## src/rtl/gray_counter_if.sv

```systemverilog
// Control and status bundle of the Gray-code counter.
interface gray_counter_if #(
  parameter int CBITS = 9
);
  logic             en;
  logic             up;
  logic             clr;
  logic             load;
  logic [CBITS-1:0] load_val;
  logic [CBITS-1:0] bin_q;
  logic [CBITS-1:0] gray_q;
  logic             zero;
  logic             wrap;
  logic             done;
  logic             hd_err;

  modport master (
    output en, up, clr, load, load_val,
    input  bin_q, gray_q, zero, wrap, done, hd_err
  );

  modport slave (
    input  en, up, clr, load, load_val,
    output bin_q, gray_q, zero, wrap, done, hd_err
  );
endinterface

```

## src/rtl/gray_counter_ctrl.sv

```systemverilog
// Up/down Gray counter with binary shadow, load/clear, wrap or one-shot terminal
// mode and a Hamming-distance check on every count step.
module gray_counter_ctrl #(
  parameter int CBITS   = 9,
  parameter bit ONESHOT = 1'b0,
  parameter bit DOWN_EN = 1'b1
) (
  input  logic           clk,
  input  logic           rst,
  gray_counter_if.slave  bus
);

  if (CBITS < 2 || CBITS > 32) begin : g_bad_cbits
    $error("gray_counter_ctrl: CBITS must be within 2..32");
  end

  localparam logic [CBITS-1:0] ZERO_C = {CBITS{1'b0}};
  localparam logic [CBITS-1:0] ONES_C = {CBITS{1'b1}};
  localparam logic [CBITS-1:0] ONE_C  = {{(CBITS-1){1'b0}}, 1'b1};

  function automatic logic [CBITS-1:0] bin2gray(input logic [CBITS-1:0] b);
    return b ^ (b >> 1);
  endfunction

  function automatic logic [5:0] popcnt(input logic [CBITS-1:0] v);
    logic [5:0] c;
    c = 6'd0;
    for (int i = 0; i < CBITS; i++) begin
      c = c + {5'd0, v[i]};
    end
    return c;
  endfunction

  logic [CBITS-1:0] bin_r;
  logic [CBITS-1:0] gray_r;
  logic             wrap_r;
  logic             done_r;
  logic             hd_err_r;

  logic             up_eff_s;
  logic             at_term_s;
  logic [CBITS-1:0] next_s;
  logic [CBITS-1:0] next_gray_s;

  // Next-step value and terminal detection for the effective direction
  always_comb begin
    up_eff_s    = DOWN_EN ? bus.up : 1'b1;
    at_term_s   = 1'b0;
    next_s      = bin_r;
    if (up_eff_s) begin
      at_term_s = (bin_r == ONES_C);
      next_s    = bin_r + ONE_C;
    end else begin
      at_term_s = (bin_r == ZERO_C);
      next_s    = bin_r - ONE_C;
    end
    next_gray_s = bin2gray(next_s);
  end

  // Counter state, Gray register and status pulses; clr > load > step > hold
  always_ff @(posedge clk or posedge rst) begin
    if (rst) begin
      bin_r    <= ZERO_C;
      gray_r   <= ZERO_C;
      wrap_r   <= 1'b0;
      done_r   <= 1'b0;
      hd_err_r <= 1'b0;
    end else if (bus.clr) begin
      bin_r    <= ZERO_C;
      gray_r   <= ZERO_C;
      wrap_r   <= 1'b0;
      done_r   <= 1'b0;
      hd_err_r <= 1'b0;
    end else if (bus.load) begin
      bin_r    <= bus.load_val;
      gray_r   <= bin2gray(bus.load_val);
      wrap_r   <= 1'b0;
      done_r   <= 1'b0;
      hd_err_r <= 1'b0;
    end else if (bus.en) begin
      if (ONESHOT && at_term_s) begin
        // Terminal reached: hold and latch done instead of wrapping
        wrap_r   <= 1'b0;
        done_r   <= 1'b1;
        hd_err_r <= 1'b0;
      end else begin
        bin_r    <= next_s;
        gray_r   <= next_gray_s;
        wrap_r   <= !ONESHOT && at_term_s;
        hd_err_r <= (popcnt(gray_r ^ next_gray_s) != 6'd1);
      end
    end else begin
      wrap_r   <= 1'b0;
      hd_err_r <= 1'b0;
    end
  end

  assign bus.bin_q  = bin_r;
  assign bus.gray_q = gray_r;
  assign bus.zero   = (bin_r == ZERO_C) & ~rst;
  assign bus.wrap   = wrap_r;
  assign bus.done   = ONESHOT ? done_r : 1'b0;
  assign bus.hd_err = hd_err_r;

endmodule

```

## src/flat_wrapper.sv

```systemverilog
// flat-port wrapper written by rule: the top's interface ports become plain ports
module gray_counter_ctrl_flat 
#(
  parameter int CBITS   = 9,
  parameter bit ONESHOT = 1'b0,
  parameter bit DOWN_EN = 1'b1
)
  (clk, rst, bus_en, bus_up, bus_clr, bus_load, bus_load_val, bus_bin_q, bus_gray_q, bus_zero, bus_wrap, bus_done, bus_hd_err);
  gray_counter_if #(.CBITS(CBITS)) bus_i ();
  input  logic clk;
  input  logic rst;
  input wire logic [$bits(bus_i.en)-1:0] bus_en;
  input wire logic [$bits(bus_i.up)-1:0] bus_up;
  input wire logic [$bits(bus_i.clr)-1:0] bus_clr;
  input wire logic [$bits(bus_i.load)-1:0] bus_load;
  input wire logic [$bits(bus_i.load_val)-1:0] bus_load_val;
  output wire logic [$bits(bus_i.bin_q)-1:0] bus_bin_q;
  output wire logic [$bits(bus_i.gray_q)-1:0] bus_gray_q;
  output wire logic [$bits(bus_i.zero)-1:0] bus_zero;
  output wire logic [$bits(bus_i.wrap)-1:0] bus_wrap;
  output wire logic [$bits(bus_i.done)-1:0] bus_done;
  output wire logic [$bits(bus_i.hd_err)-1:0] bus_hd_err;
  assign bus_i.en = bus_en;
  assign bus_i.up = bus_up;
  assign bus_i.clr = bus_clr;
  assign bus_i.load = bus_load;
  assign bus_i.load_val = bus_load_val;
  assign bus_bin_q = bus_i.bin_q;
  assign bus_gray_q = bus_i.gray_q;
  assign bus_zero = bus_i.zero;
  assign bus_wrap = bus_i.wrap;
  assign bus_done = bus_i.done;
  assign bus_hd_err = bus_i.hd_err;
  gray_counter_ctrl #(.CBITS(CBITS), .ONESHOT(ONESHOT), .DOWN_EN(DOWN_EN)) u_core (.clk(clk), .rst(rst), .bus(bus_i));
endmodule
```

## config.mk

```make
export PLATFORM = sky130hd
export DESIGN_NAME = gray_counter_ctrl_flat
export DESIGN_NICKNAME = d
export VERILOG_FILES = /design/src/rtl/gray_counter_if.sv /design/src/rtl/gray_counter_ctrl.sv /design/src/flat_wrapper.sv
export SDC_FILE = /design/constraint.sdc
export NUM_CORES = 1
export LEC_CHECK = 0
export ABC_AREA = 1
export ABC_CLOCK_PERIOD_IN_PS = 6400
export CAP_MARGIN = 25
export CORE_MARGIN = 1.5
export CORE_UTILIZATION = 26
export CTS_BUF_LIST = sky130_fd_sc_hd__clkbuf_8
export DETAILED_ROUTE_END_ITERATION = 10
export MAX_ROUTING_LAYER = met4
export SYNTH_ARGS = -nofsm -noshare
export SYNTH_HDL_FRONTEND = slang
export SYNTH_SLANG_ARGS = --single-unit
export TNS_END_PERCENT = 100
```

## constraint.sdc

```tcl
create_clock -name clk -period 6.4 [get_ports clk]
set_clock_uncertainty 0.15 [all_clocks]
set_input_delay 1.92 -clock clk [delete_from_list [all_inputs] [get_ports clk]]
set_output_delay 1.92 -clock clk [all_outputs]
set_load 0.03 [all_outputs]
```

==> impl_metrics.csv <==
group,metric,value,unit
timing,finalMaxSlewViolations,0,
global_routing,grt_antenna_before_repair,0,
critical_path,critPathSlowestCell,"fa_1",
global_routing,via_count_of_the_first_global_routing_pass,1932,
critical_path,cp_common_cell,"fa_1",
run,max_cap_viol,0,
synth,synth_ff_type,"dfrtp_1",
hold_path,hp-class,"reg2reg",
timing,setup_viol,0,
cells_and_area,antennaDiodeCount,0,
drt,routed.top_layer,"met4",
critical_path,crit_path_max_incr_delay,0.57,ns
drt,drt_wl_total,5261,um
cells_and_area,instances_no_fill,449,
clock_network,cts_tree,"built",
synth,postSynthNetCount,330,
timing,layout_min_cycle_time,6.240,ns
hold_path,holdPathStages,2,
power,p_leak,1.399,nW
clock_network,worst_setup_hold_path_clk_slew,0.08,ns
synth,synthTopCellsByCount,"nand2_1, inv_1, dfrtp_1, nand3_1, o21ai_0",
place,place.detailed.hpwl,4234,um
timing,relSlewSlack,0.4932,
synth,number_of_synthesized_flops_with_an_enable_pin,0,
drt,drtIter0Drc,94,
place,place.port_buffers,35,
synth,netlist.area_leader.share,0.2387,
critical_path,worst-r2r-setup-slack,1.72,ns
timing,worstMarginPinSlew,0.7593,ns
power,vdd_ir_drop_max,0.1575,mV
critical_path,setup_crit_path_kind,"in2reg",
clock_network,postCtsSetupRepairBufs,0,
cells_and_area,share_of_cells_above_drive_strength_1,0.1657,
timing,min_period_over_period,0.9751,
drt,detailed_route_wirelength_on_metal3,254,um
outcome,result_of_the_run,"complete, no violations",
critical_path,r2r_cells,16,
critical_path,cp-end-kind,"register",
clock_network,clock-root-buffer,"clkbuf_8",
drt,route.detailed.drc,0,
synth,ys_seq_area_frac,0.2387,
clock_network,insertion_delay,0.26,ns
synth,ys_seq_elements,19,
synth,unique_masters_post_synth,31,
timing,timing.final.hold_violations,0,
synth,synth.avg_cell_area,6.729,um2
clock_network,htree_levels,1,
die,core_area,0.007331,mm2
global_routing,overflow,0,
critical_path,timing.critical_path.fanout_max,5,
place,dpl.cell_count,445,
clock_network,holdBufCountCts,0,
global_routing,grt_start_max_net_pins,23,
critical_path,critical_path.cell_chain,"clkdlybuf4s50_1, inv_2, buf_4, ha_4, or2_4, nand2_1, nand2_1, nand2_2, inv_1, nand2_2, nand2_2, xnor2_2, fa_1, fa_1, fa_1, inv_1, ha_2, inv_1, fa_1, nand2_1, nor3_1, a21oi_1",
timing,finalHoldWorstSlack,0.3876,ns
critical_path,cp-start-kind,"primary input",
die,die-width,90.53,um
synth,cell_type_with_the_largest_total_area_after_synthesis,"dfrtp_1",
die,dieArea,0.008196,mm2
power,power.density,367.1,mW/mm2
drt,drt-pass1-iter-count,4,
global_routing,grt_util_all_layers,0.1334,
drt,met2WireLength,2421,um
synth,syn-cell-area,0.001992,mm2
die,initial_utilization,0.2717,
synth,post-synth-top-count-cell,"nand2_1",
critical_path,regToRegStartpoint,"u_core.bus.bin_q[0]",
die,boundaryPins,37,
synth,synth-warning-count,0,
synth,post_synth_inst_count,296,
critical_path,critical_path_arrival,6.25,ns
timing,timing.fmax,160.2,MHz
cells_and_area,number_of_nets_in_the_final_layout,385,
die,die_height,90.53,um
drt,met1_length,2569,um
drt,dr_total_vias,2012,
global_routing,grt_pass1_wl,8707,um
cells_and_area,syn2layout_area_growth,36.62,%
drt,routedWlPerCell,11.72,um
drt,ant_nets,0,
clock_network,cts-root-to-sink-buffers,2,
die,core.rowCount,31,
synth,synth.top_cells.by_area,"dfrtp_1, nand2_1, inv_1",
critical_path,rr_endpoint,"u_core.bus.hd_err",
clock_network,tritoncts.num_buffers,3,
place,gp_congestion,0.8316,
hold_path,min_from,"u_core.bus.gray_q[2]",
critical_path,worstPathRequired,6.41,ns
drt,drt-vias-per-instance,4.481,
clock_network,cts.sinks,19,
synth,synthArstFlopShare,1.000,
hold_path,holdPathEnd,"u_core.bus.gray_q[2]",
cells by family (layout without fill, tap and decap cells):
family | after synthesis | count (layout) | synth area share
simple gates | 141 | 141 | 0.3229
buf+inv | 59 | 113 | 0.1162
compound gates | 44 | 44 | 0.1175
fa+ha+maj | 19 | 19 | 0.1420
flops | 19 | 19 | 0.2387
xor+xnor | 13 | 13 | 0.06093
other cells | 1 | 1 | 0.001883
layer usage:
metal	vias to the layer above	track usage
li1	1040	-
met1	922	0.1805
met2	46	0.2118
met3	4	0.02609
met4	0	0.01587
met5	-	-
critical path: cells and delay by family:
kind / cells / cell delay, ns
compound gates: 1 / 0.09
xor+xnor: 1 / 0.14
fa+ha+maj: 6 / 2.36
buf+inv: 6 / 0.93
simple gates: 8 / 0.80
area by class of cell:
class	instances	area, um2
multi-input cells	218	1370
well taps	99	123.9
inverters	53	198.9
fillers	751	4609
flip-flops and latches	19	475.5
clock buffers	3	41.29
clock inverters	1	3.754
repair buffers	56	508.0
where the power goes:
| part | switching, mW | internal, mW | leakage (nW) |
|---|---|---|---|
| logic | 0.418 | 0.341 | 1.13 |
| clock network | 0.0451 | 0.0428 | 0.0269 |
| registers | 0.0162 | 0.136 | 0.246 |
placed cells by master, fill, tap and decap left out, drive strengths merged, types with 2 or more instances in the layout:
cell type | synthesis | final
a21oi | 15 | 15
buf | 4 | 21
clkbuf | 2 | 3
clkdlybuf4s50 | 0 | 35
dfrtp | 19 | 19
fa | 6 | 6
ha | 13 | 13
inv | 53 | 54
nand2 | 97 | 97
nand3 | 21 | 21
nand3b | 2 | 2
nor2 | 12 | 12
nor3 | 3 | 3
nor4 | 2 | 2
o211ai | 2 | 2
o21ai | 22 | 22
o22ai | 4 | 4
or2 | 2 | 2
xnor2 | 6 | 6
xor2 | 7 | 7
timing repair:
item                       4_1_cts  5_1_grt
setup endpoints to repair        0        1
hold endpoints to repair         0        0
resized for setup                0       17
worst max path at each step:
stage,slack (ns),from,to
detailed placement,-0.22,bus_up,u_core.bus.hd_err
global route,-0.02,bus_up,u_core.bus.hd_err
global placement,-0.11,bus_up,u_core.bus.hd_err
CTS,0.07,bus_up,u_core.bus.hd_err
finish,0.16,bus_up,u_core.bus.hd_err
floorplan,0.48,bus_up,u_core.bus.hd_err
state kept, by name (all words and copies together), names as in the netlist:
name,count
u_core.bus.hd_err,1
u_core.bus.gray_q,9
u_core.bus.wrap,1
u_core.bus.bin_q,8
stage by stage:
step / setup WS [ns] / TNS (ns) / instance area, um2 / util / total power [mW]
2_1_floorplan: 0.4802 / 0 / 1992 / - / 0.6813
3_3_place_gp: -0.1123 / -0.1123 / 2591 / 0.3535 / 0.8517
3_5_place_dp: -0.2242 / -0.2242 / 2591 / 0.3535 / 0.8882
4_1_cts: 0.07404 / 0 / 2636 / 0.3596 / 0.9810
5_1_grt: -0.02002 / -0.02002 / 2721 / 0.3712 / 1.135
6_report: 0.1596 / 0 / 2721 / 0.3712 / 0.9990
Power figures use the tool's default switching activity.
